File: config.mk
export PLATFORM = sky130hd
export DESIGN_NAME = exec_stage
export DESIGN_NICKNAME = d
export VERILOG_FILES = /design/src/rtl/exec_pkg.sv /design/src/rtl/exec_mul.sv /design/src/rtl/exec_stage.sv
export SDC_FILE = /design/constraint.sdc
export NUM_CORES = 1
export LEC_CHECK = 0
export ABC_CLOCK_PERIOD_IN_PS = 4400
export BUFFER_PORTS_ARGS = -buffer_cell sky130_fd_sc_hd__buf_4
export CAP_MARGIN = 20
export CORE_ASPECT_RATIO = 1.75
export CORE_MARGIN = 2
export CORE_UTILIZATION = 55
export DETAILED_ROUTE_END_ITERATION = 10
export PLACE_DENSITY = 0.75
export SLEW_MARGIN = 20
export SYNTH_ARGS = -nofsm -noshare
export SYNTH_HDL_FRONTEND = slang
export SYNTH_HIERARCHICAL = 1
export SYNTH_SLANG_ARGS = --single-unit
File: constraint.sdc
create_clock -name Clk_i -period 4.4 [get_ports Clk_i]
set_input_delay 0.22 -clock Clk_i [delete_from_list [all_inputs] [get_ports Clk_i]]
set_output_delay 0.22 -clock Clk_i [all_outputs]
set_load 0.01 [all_outputs]
File: src/rtl/exec_pkg.sv
// exec_pkg: shared opcodes, state encoding and default widths for the execute stage
package exec_pkg;
    localparam int DEF_REGAW = 4;
    localparam int DEF_REGDW = 16;
    localparam int MUL_ITERS = 16;
    localparam logic [3:0] OP_ADD = 4'd0;
    localparam logic [3:0] OP_SUB = 4'd1;
    localparam logic [3:0] OP_AND = 4'd2;
    localparam logic [3:0] OP_OR  = 4'd3;
    localparam logic [3:0] OP_XOR = 4'd4;
    localparam logic [3:0] OP_SLL = 4'd5;
    localparam logic [3:0] OP_SRL = 4'd6;
    localparam logic [3:0] OP_SLT = 4'd7;
    localparam logic [3:0] OP_MUL = 4'd8;
    typedef enum logic [1:0] {S_IDLE, S_EXEC, S_MUL, S_WB} state_t;
endpackage

File: src/rtl/exec_mul.sv
// exec_mul: 16-iteration shift-add multiplier, one multiplier bit per cycle, low REGDW bits kept
module exec_mul
    import exec_pkg::*;
#(
    parameter int REGDW = DEF_REGDW
) (
    input  logic             Clk_i,
    input  logic             Rst_i,
    input  logic             Start_i,
    input  logic [REGDW-1:0] A_i,
    input  logic [REGDW-1:0] B_i,
    output logic             Done_o,
    output logic [REGDW-1:0] Result_o
);
    logic [REGDW-1:0] acc, mcand, mplier, step;
    logic [3:0] cnt;
    logic run;
    assign step = acc + (mplier[0] ? mcand : '0);
    assign Done_o = run && cnt == 4'(MUL_ITERS - 1);
    assign Result_o = step;
    // load operands on start, then add-and-shift once per cycle; the last step is forwarded combinationally
    always_ff @(posedge Clk_i) begin
        if (Rst_i) begin
            acc <= '0;
            mcand <= '0;
            mplier <= '0;
            cnt <= '0;
            run <= 1'b0;
        end else if (Start_i) begin
            acc <= '0;
            mcand <= A_i;
            mplier <= B_i;
            cnt <= '0;
            run <= 1'b1;
        end else if (run) begin
            acc <= step;
            mcand <= mcand << 1;
            mplier <= mplier >> 1;
            cnt <= cnt + 4'd1;
            run <= !Done_o;
        end
    end
endmodule

File: src/rtl/exec_stage.sv
// exec_stage: single-issue execute stage (ALU + optional multiplier, enabled by EXEC_STAGE_MUL_EN)
module exec_stage
    import exec_pkg::*;
#(
    parameter int REGAW = DEF_REGAW,
    parameter int REGDW = DEF_REGDW
) (
    input  logic             Clk_i,
    input  logic             Rst_i,
    input  logic             Start_i,
    input  logic [3:0]       Op_i,
    input  logic [REGAW-1:0] RdAddr_i,
    input  logic [REGDW-1:0] Rs1Data_i,
    input  logic [REGDW-1:0] Rs2Data_i,
    output logic             Busy_o,
    output logic             RegWEn_o,
    output logic [REGAW-1:0] RdAddr_o,
    output logic [REGDW-1:0] RdData_o,
    output logic             Zero_o,
    output logic             Err_o
);
    state_t state, state_d;
    logic [3:0] op_q;
    logic [REGAW-1:0] rd_q;
    logic [REGDW-1:0] a_q, b_q, alu_res, wb_data, mul_res;
    logic mul_done, legal, accept;
    assign accept = state == S_IDLE && Start_i;
`ifdef EXEC_STAGE_MUL_EN
    localparam bit MUL_EN = 1'b1;
    exec_mul #(.REGDW(REGDW)) u_mul (
        .Clk_i(Clk_i),
        .Rst_i(Rst_i),
        .Start_i(accept && Op_i == OP_MUL),
        .A_i(Rs1Data_i),
        .B_i(Rs2Data_i),
        .Done_o(mul_done),
        .Result_o(mul_res)
    );
`else
    localparam bit MUL_EN = 1'b0;
    assign mul_done = 1'b0;
    assign mul_res = '0;
`endif
    assign legal = op_q <= OP_SLT;
    assign wb_data = state == S_MUL ? mul_res : alu_res;
    assign Busy_o = state != S_IDLE;
    assign RegWEn_o = state == S_WB;
    assign Err_o = state == S_EXEC && !legal;
    // single-cycle ALU on the captured operands; shifts use only the low four bits of B
    always_comb begin
        alu_res = '0;
        case (op_q)
            OP_ADD: alu_res = a_q + b_q;
            OP_SUB: alu_res = a_q - b_q;
            OP_AND: alu_res = a_q & b_q;
            OP_OR:  alu_res = a_q | b_q;
            OP_XOR: alu_res = a_q ^ b_q;
            OP_SLL: alu_res = a_q << b_q[3:0];
            OP_SRL: alu_res = a_q >> b_q[3:0];
            OP_SLT: alu_res = REGDW'($signed(a_q) < $signed(b_q));
            default: alu_res = '0;
        endcase
    end
    // next state: illegal opcodes fall back to IDLE from EXEC without a write
    always_comb begin
        state_d = state;
        case (state)
            S_IDLE: state_d = Start_i ? ((MUL_EN && Op_i == OP_MUL) ? S_MUL : S_EXEC) : S_IDLE;
            S_EXEC: state_d = legal ? S_WB : S_IDLE;
            S_MUL:  state_d = mul_done ? S_WB : S_MUL;
            default: state_d = S_IDLE;
        endcase
    end
    // state register, request capture, and write-back registers that hold between writes
    always_ff @(posedge Clk_i) begin
        if (Rst_i) begin
            state <= S_IDLE;
            op_q <= '0;
            rd_q <= '0;
            a_q <= '0;
            b_q <= '0;
            RdAddr_o <= '0;
            RdData_o <= '0;
            Zero_o <= 1'b0;
        end else begin
            state <= state_d;
            if (accept) begin
                op_q <= Op_i;
                rd_q <= RdAddr_i;
                a_q <= Rs1Data_i;
                b_q <= Rs2Data_i;
            end
            if (state != S_WB && state_d == S_WB) begin
                RdAddr_o <= rd_q;
                RdData_o <= wb_data;
                Zero_o <= wb_data == '0;
            end
        end
    end
endmodule

==> flow_metrics.tcl, run 1 <==
set metrics [dict create \
    cp_max_fo 12 \
    netlist.area_leader.share_pct 20.1 \
    die_h_um 145 \
    coreArea_mm2 0.0111 \
    syn_area_mm2 0.00626 \
    tns_ns 0 \
    vias 6731 \
    cts_root_buffer "clkbuf_16" \
    worst_slew_pin_slew_ns 0.878 \
    crit_arrival_ns 4.08 \
    grt_setup_unrepaired "false" \
    p_per_area_mw_per_mm2 325 \
    p_int_mw 1.37 \
    crit_start "a_q[9]" \
    layoutNonFillerInstCount 1010 \
    min_from "Rs1Data_i[4]" \
    ys_top_cells_by_count "114 x nand2_1, 90 x nor2_1, 82 x a21oi_1" \
    pre_cts_slack_ns 0.674 \
    dr.pass1.iters 5 \
    synthArstFlopShare_pct 0 \
    placedInstanceArea_mm2 0.00685 \
    finalPower_mw 2.31 \
    antenna_found_initial 0 \
    synthDistinctLibCells 68 \
    port_buffers 66 \
    cts_tree "done" \
    synth_most_common_cell "nand2_1" \
    drt.antenna.violating_nets 0 \
    post-route-util_pct 64.1 \
    finalMaxSlewViolations 0 \
    max_freq_mhz 263 \
    drc 0 \
    dp.cells 994 \
    ir_drop_uv 290 \
    status "complete, no violations" \
    yosys.area.top_type "dfxtp_1" \
    ys_seq_elements 63 \
    grt_pass1_wl_um 35000 \
    relSlewSlack_pct 41.3 \
    drt-vias-per-instance 6.66 \
    nets 973 \
    drive_gt1_share_pct 15.8 \
    start_util_pct 56.4 \
    post-cts-setup-buffers 0 \
    switching_share_pct 40.7 \
    die_area_mm2 0.0123 \
    die_w_um 84.7 \
    htreeDepth 3 \
    grt.overflow.total 0 \
    place_hpwl_um 17000 \
    clkPwrFrac_pct 28.8 \
    worstSetupStartpointType "flop" \
    p_comb_share_pct 41.7 \
    synth_edf_count 0 \
    grt_use_total_pct 36.3 \
    p_sw_mw 0.941 \
    gp_congestion 1.04 \
    endpoint_kind "flop" \
    cp.required_ns 4.67 \
    netlist_instances 839 \
    clk_latency_ns 0.34 \
    avgSynthCellArea_um2 7.46 \
    finClkSkew_ns 0.0106 \
    fin_crit_sh_pct 86.5 \
    cts_inserted_buffers 9 \
    wire_per_inst_um 22.1 \
    hold_viol 0 \
    yosysWarnings 6 \
    r2r_start "a_q[9]" \
    cts_resized 0 \
    finalSetupViolations 0 \
    hold_class "primary input to flop" \
    initialDrtViolationCount 756 \
    clock-sinks 63 \
    cts_buffer_depth 2 \
    finalWorstSetupSlack_ns 0.596 \
    syn-num-nets 939 \
    maxCapViolCount 0 \
    holdWs_ns 0.121 \
    num_rows 51 \
    clk_pin_slew_worst_paths_ns 0.06 \
    ios 67 \
    grt_pass1_vias 6394 \
    fin_crit_ns 3.80 \
    sequentialPowerShare_pct 29.5 \
    synth_ff_type "dfxtp_1" \
    ys_top_cells_by_area "dfxtp_1 20%, ha_1 11%, mux4_2 7.2%" \
    leakagePower_nw 2.79 \
    grt_max_degree 66 \
    synth_seq_area_share_pct 20.1 \
    design_area_mm2 0.00712 \
    cts_hold_buf 0 \
    area_delta_synth_final_pct 13.7 \
    path_class "flop to flop" \
    drt_wl_total_um 22400 \
    diodes 0 \
]
-- cells by family after synthesis --
| logic type | count (synthesis) | share of synthesized area [%] |
|---|---|---|
| AND/OR/NAND/NOR | 321 | 23.5 |
| AO/OA/AOI/OAI | 236 | 25.2 |
| buffers and inverters | 114 | 7.11 |
| flip-flops | 63 | 20.1 |
| adder cells (fa/ha/maj) | 57 | 11.6 |
| multiplexers | 44 | 11.9 |
| XOR/XNOR | 4 | 0.559 |
-- critical path, stage by stage (launching register included) --
cell	delay (ns)
dfxtp_1	0.57
inv_1	0.13
ha_1	0.48
or4_1	0.64
a2111oi_0	0.43
a21oi_1	0.12
nand2_1	0.17
o221ai_1	0.14
a211oi_1	0.33
nand2_1	0.14
or4_1	0.44
a21oi_1	0.15
-- placed cells by master (no fill, tap or decap), drive strengths merged, types with 11 or more instances in the layout --
cell type  Yosys  final
a22oi         11     11
a211oi        17     17
dfxtp         63     63
o21ai         33     33
inv           48     48
nand3         18     18
a21oi         84     84
mux4          23     23
nor3          28     28
nor2b         14     14
nand2        114    114
clkbuf        52     11
mux2i         16     16
ha            55     55
buf           13     88
nor2          90     90
-- flip-flops by register name (all words and copies together), names as in the netlist --
register / flops
RdData_o: 16
Zero_o: 1
RdAddr_o: 4
rd_q: 4
a_q: 16
state: 2
b_q: 16
op_q: 4
-- final cells by class --
class                           instances  area (um^2)
Fill cell                             994         3990
Clock buffer                           11          233
Tap cell                              132          165
Clock inverter                          5         35.0
Inverter                               49          184
Sequential cell                        63         1260
Timing Repair Buffer                   88          661
Multi-Input combinational cell        662         4580
-- worst paths after layout --
check / endpoint / slack, ns / cells after the start
worst max register to register: Zero_o / 0.60 / 11
worst min register to register: RdAddr_o[0] / 0.46 / 2
worst max-delay path: Zero_o / 0.60 / 11
worst min-delay path: a_q[4] / 0.12 / 3
-- power groups by stage --
stage | clock network [mW] | logic, mW | registers (mW)
detailed placement | 0 | 0.933 | 0.694
finish | 0.665 | 0.964 | 0.683
global route | 0.690 | 1.04 | 0.690
global placement | 0 | 0.917 | 0.690
floorplan | 0 | 0.633 | 0.683
CTS | 0.669 | 0.935 | 0.681
-- per-layer routing --
layer  vias to the layer above  share of wire (%)  routed length, um  track usage (%)
met3                        99                6.0               1350             4.32
met1                      3167                 38               8430             43.8
met5                         -                  0                  0                0
li1                       3107                  -                  -                -
met4                         0                6.9               1550             21.6
met2                       358                 49              11000             60.8
No activity file was read; power rests on OpenSTA's default activity.
==> run 2: changes to the inputs <==
CORE_UTILIZATION = 24   (was 55)
PLACE_DENSITY = 0.39   (was 0.75)
==> run 2 against run 1 <==
Effect of this change: core utilization shrank 35 points; global-route usage shrank 17 points; clock power grew 22%; combinational power grew 5%; critical endpoint unchanged; largest power group unchanged; highest routed layer unchanged.
==> flow_metrics.tcl, run 2 (synthesis gave the netlist of run 1 again) <==
set metrics [dict create \
    cp_slowest_cell "dfxtp_1" \
    crit_start "b_q[1]" \
    die_area_mm2 0.0274 \
    area_delta_synth_final_pct 20.0 \
    cp_max_fo 10 \
    grt_use_total_pct 19.4 \
    cp_num_buf_inv 2 \
    vias 6486 \
    finalPower_mw 2.51 \
    ios 67 \
    coreArea_mm2 0.0258 \
    drc 0 \
    fin_crit_ns 3.87 \
    dr.pass1.iters 5 \
    switching_share_pct 39.5 \
    tns_ns 0 \
    cp.required_ns 4.69 \
    cts_tree "done" \
    hold_path_end "op_q[1]" \
    die_h_um 218 \
    grt_pass1_wl_um 40300 \
    path_class "flop to flop" \
    r2r_start "b_q[1]" \
    diodes 0 \
    p_int_mw 1.52 \
    final_common_cell "nand2_1" \
    die_w_um 126 \
    antenna_found_initial 0 \
    multiInputGateArea_mm2 0.00459 \
    start_util_pct 24.3 \
    initialDrtViolationCount 443 \
    maxCapViolCount 0 \
    grt_max_degree 66 \
    num_rows 78 \
    max_freq_mhz 259 \
    sequentialPowerShare_pct 27.2 \
    reg2reg_depth 12 \
    min_from "Op_i[1]" \
    fin_crit_sh_pct 87.9 \
    area.sequential_mm2 0.00126 \
    clk_pin_slew_worst_paths_ns 0.06 \
    hold_path_depth 3 \
    n_fill_cell 2914 \
    hold_viol 0 \
    drt_wl_total_um 26600 \
    slowest_delay_ns 0.56 \
    port_buffers 66 \
    clock-sinks 63 \
    hold_class "primary input to flop" \
    wire_per_inst_um 22.0 \
    crit_chain "inv_1, fa_1, nor2b_1, o311ai_0, buf_4, nor4_1, nor3_1, o221ai_1, a21oi_1, nand3_1, or4_1, a21oi_1" \
    clk_latency_ns 0.36 \
    nets 984 \
    grt_setup_unrepaired "false" \
    rrSetupSlack_ns 0.53 \
    gp_congestion 0.944 \
    crit_arrival_ns 4.16 \
    finClkSkew_ns 0.00646 \
    cts_root_buffer "clkbuf_16" \
    cts_hold_buf 0 \
    r2r_end "Zero_o" \
    p_sw_mw 0.990 \
    p_per_area_mw_per_mm2 334 \
    leakagePower_nw 2.87 \
    drive_gt1_share_pct 17.3 \
    finalSetupViolations 0 \
    grt.overflow.total 0 \
    clkPwrFrac_pct 32.4 \
    drt-vias-per-instance 5.36 \
    p_comb_share_pct 40.4 \
    cts_resized 0 \
    grt_pass1_vias 6629 \
    relSlewSlack_pct 33.6 \
    post-cts-setup-buffers 0 \
    htreeDepth 3 \
    cp_top_family "simple AND/OR/NAND/NOR gates" \
    status "complete, no violations" \
    crit_path_frequent_cell "a21oi_1" \
    cts_inserted_buffers 9 \
    finalMaxSlewViolations 0 \
    endpoint_kind "flop" \
    ir_drop_uv 194 \
    largestRegisters "RdData_o x16, a_q x16, b_q x16" \
    place_hpwl_um 20900 \
    final_cell_mix "114 x nand2_1, 99 x buf_4, 89 x nor2_1" \
    cts_buffer_depth 2 \
    worstSetupStartpointType "flop" \
    drt.antenna.violating_nets 0 \
    worst_slew_pin_slew_ns 0.989 \
]
run 2: cell types whose count changed in the layout (fill, tap and decap cells not counted), sizes merged:
| cell | change |
|---|---|
| buf | +11 |
| bufinv | +2 |
| clkbuf | -1 |
| clkinv | -3 |
| clkinvlp | +1 |
| inv | +1 |
run 2: stage by stage:
| step | std cells | hold WS [ns] | worst slack [ns] | instance area [um^2] | utilization [%] |
|---|---|---|---|---|---|
| after floorplan | 839 | 0.356 | 0.754 | 6260 | - |
| after global placement | 1193 | 0.440 | 0.680 | 7180 | 27.9 |
| after detailed placement | 1193 | 0.447 | 0.568 | 7180 | 27.9 |
| after CTS | 1209 | 0.0829 | 0.560 | 7510 | 29.2 |
| after global routing | 1209 | 0.102 | 0.332 | 7510 | 29.2 |
| final | 1209 | 0.0987 | 0.532 | 7510 | 29.2 |
run 2: power groups by stage:
stage	sequential (mW)	clock [mW]	combinational, mW
CTS	0.685	0.842	1.01
finish	0.682	0.814	1.01
floorplan	0.683	0	0.633
global placement	0.696	0	1.01
detailed placement	0.697	0	1.01
global route	0.692	0.860	1.10
run 2: tightest hold or removal path: cells and delay by family:
family | cells | cell delay, ns
AOI/OAI and AO/OA | 1 | 0.05
buffers and inverters | 1 | 0.11
and+or+nand+nor | 1 | 0.04
run 2: worst max-delay path by stage:
stage | to | slack (ns) | cells after the start
6_report | Zero_o | 0.53 | 12
4_1_cts | Zero_o | 0.56 | 12
3_5_place_dp | Zero_o | 0.57 | 12
5_1_grt | Zero_o | 0.33 | 12
2_1_floorplan | Zero_o | 0.75 | 14
3_3_place_gp | Zero_o | 0.68 | 12
run 2: cell type report:
cell class                 instances  share of cell area (%)
multi-input combinational        662                    61.1
clock buffer                      10                    3.18
clock inverter                     6                    1.23
tap                              320                    5.33
timing repair buffer              99                    9.89
sequential                        63                    16.8
inverter                          49                    2.45
run 2: per-layer routing:
metal / GRT usage (%) / up-vias / wire length, um
met5: 0 / - / 0
met4: 11.5 / 0 / 1580
li1: - / 3118 / -
met1: 21.4 / 3119 / 10100
met2: 35.2 / 183 / 14000
met3: 2.43 / 66 / 850
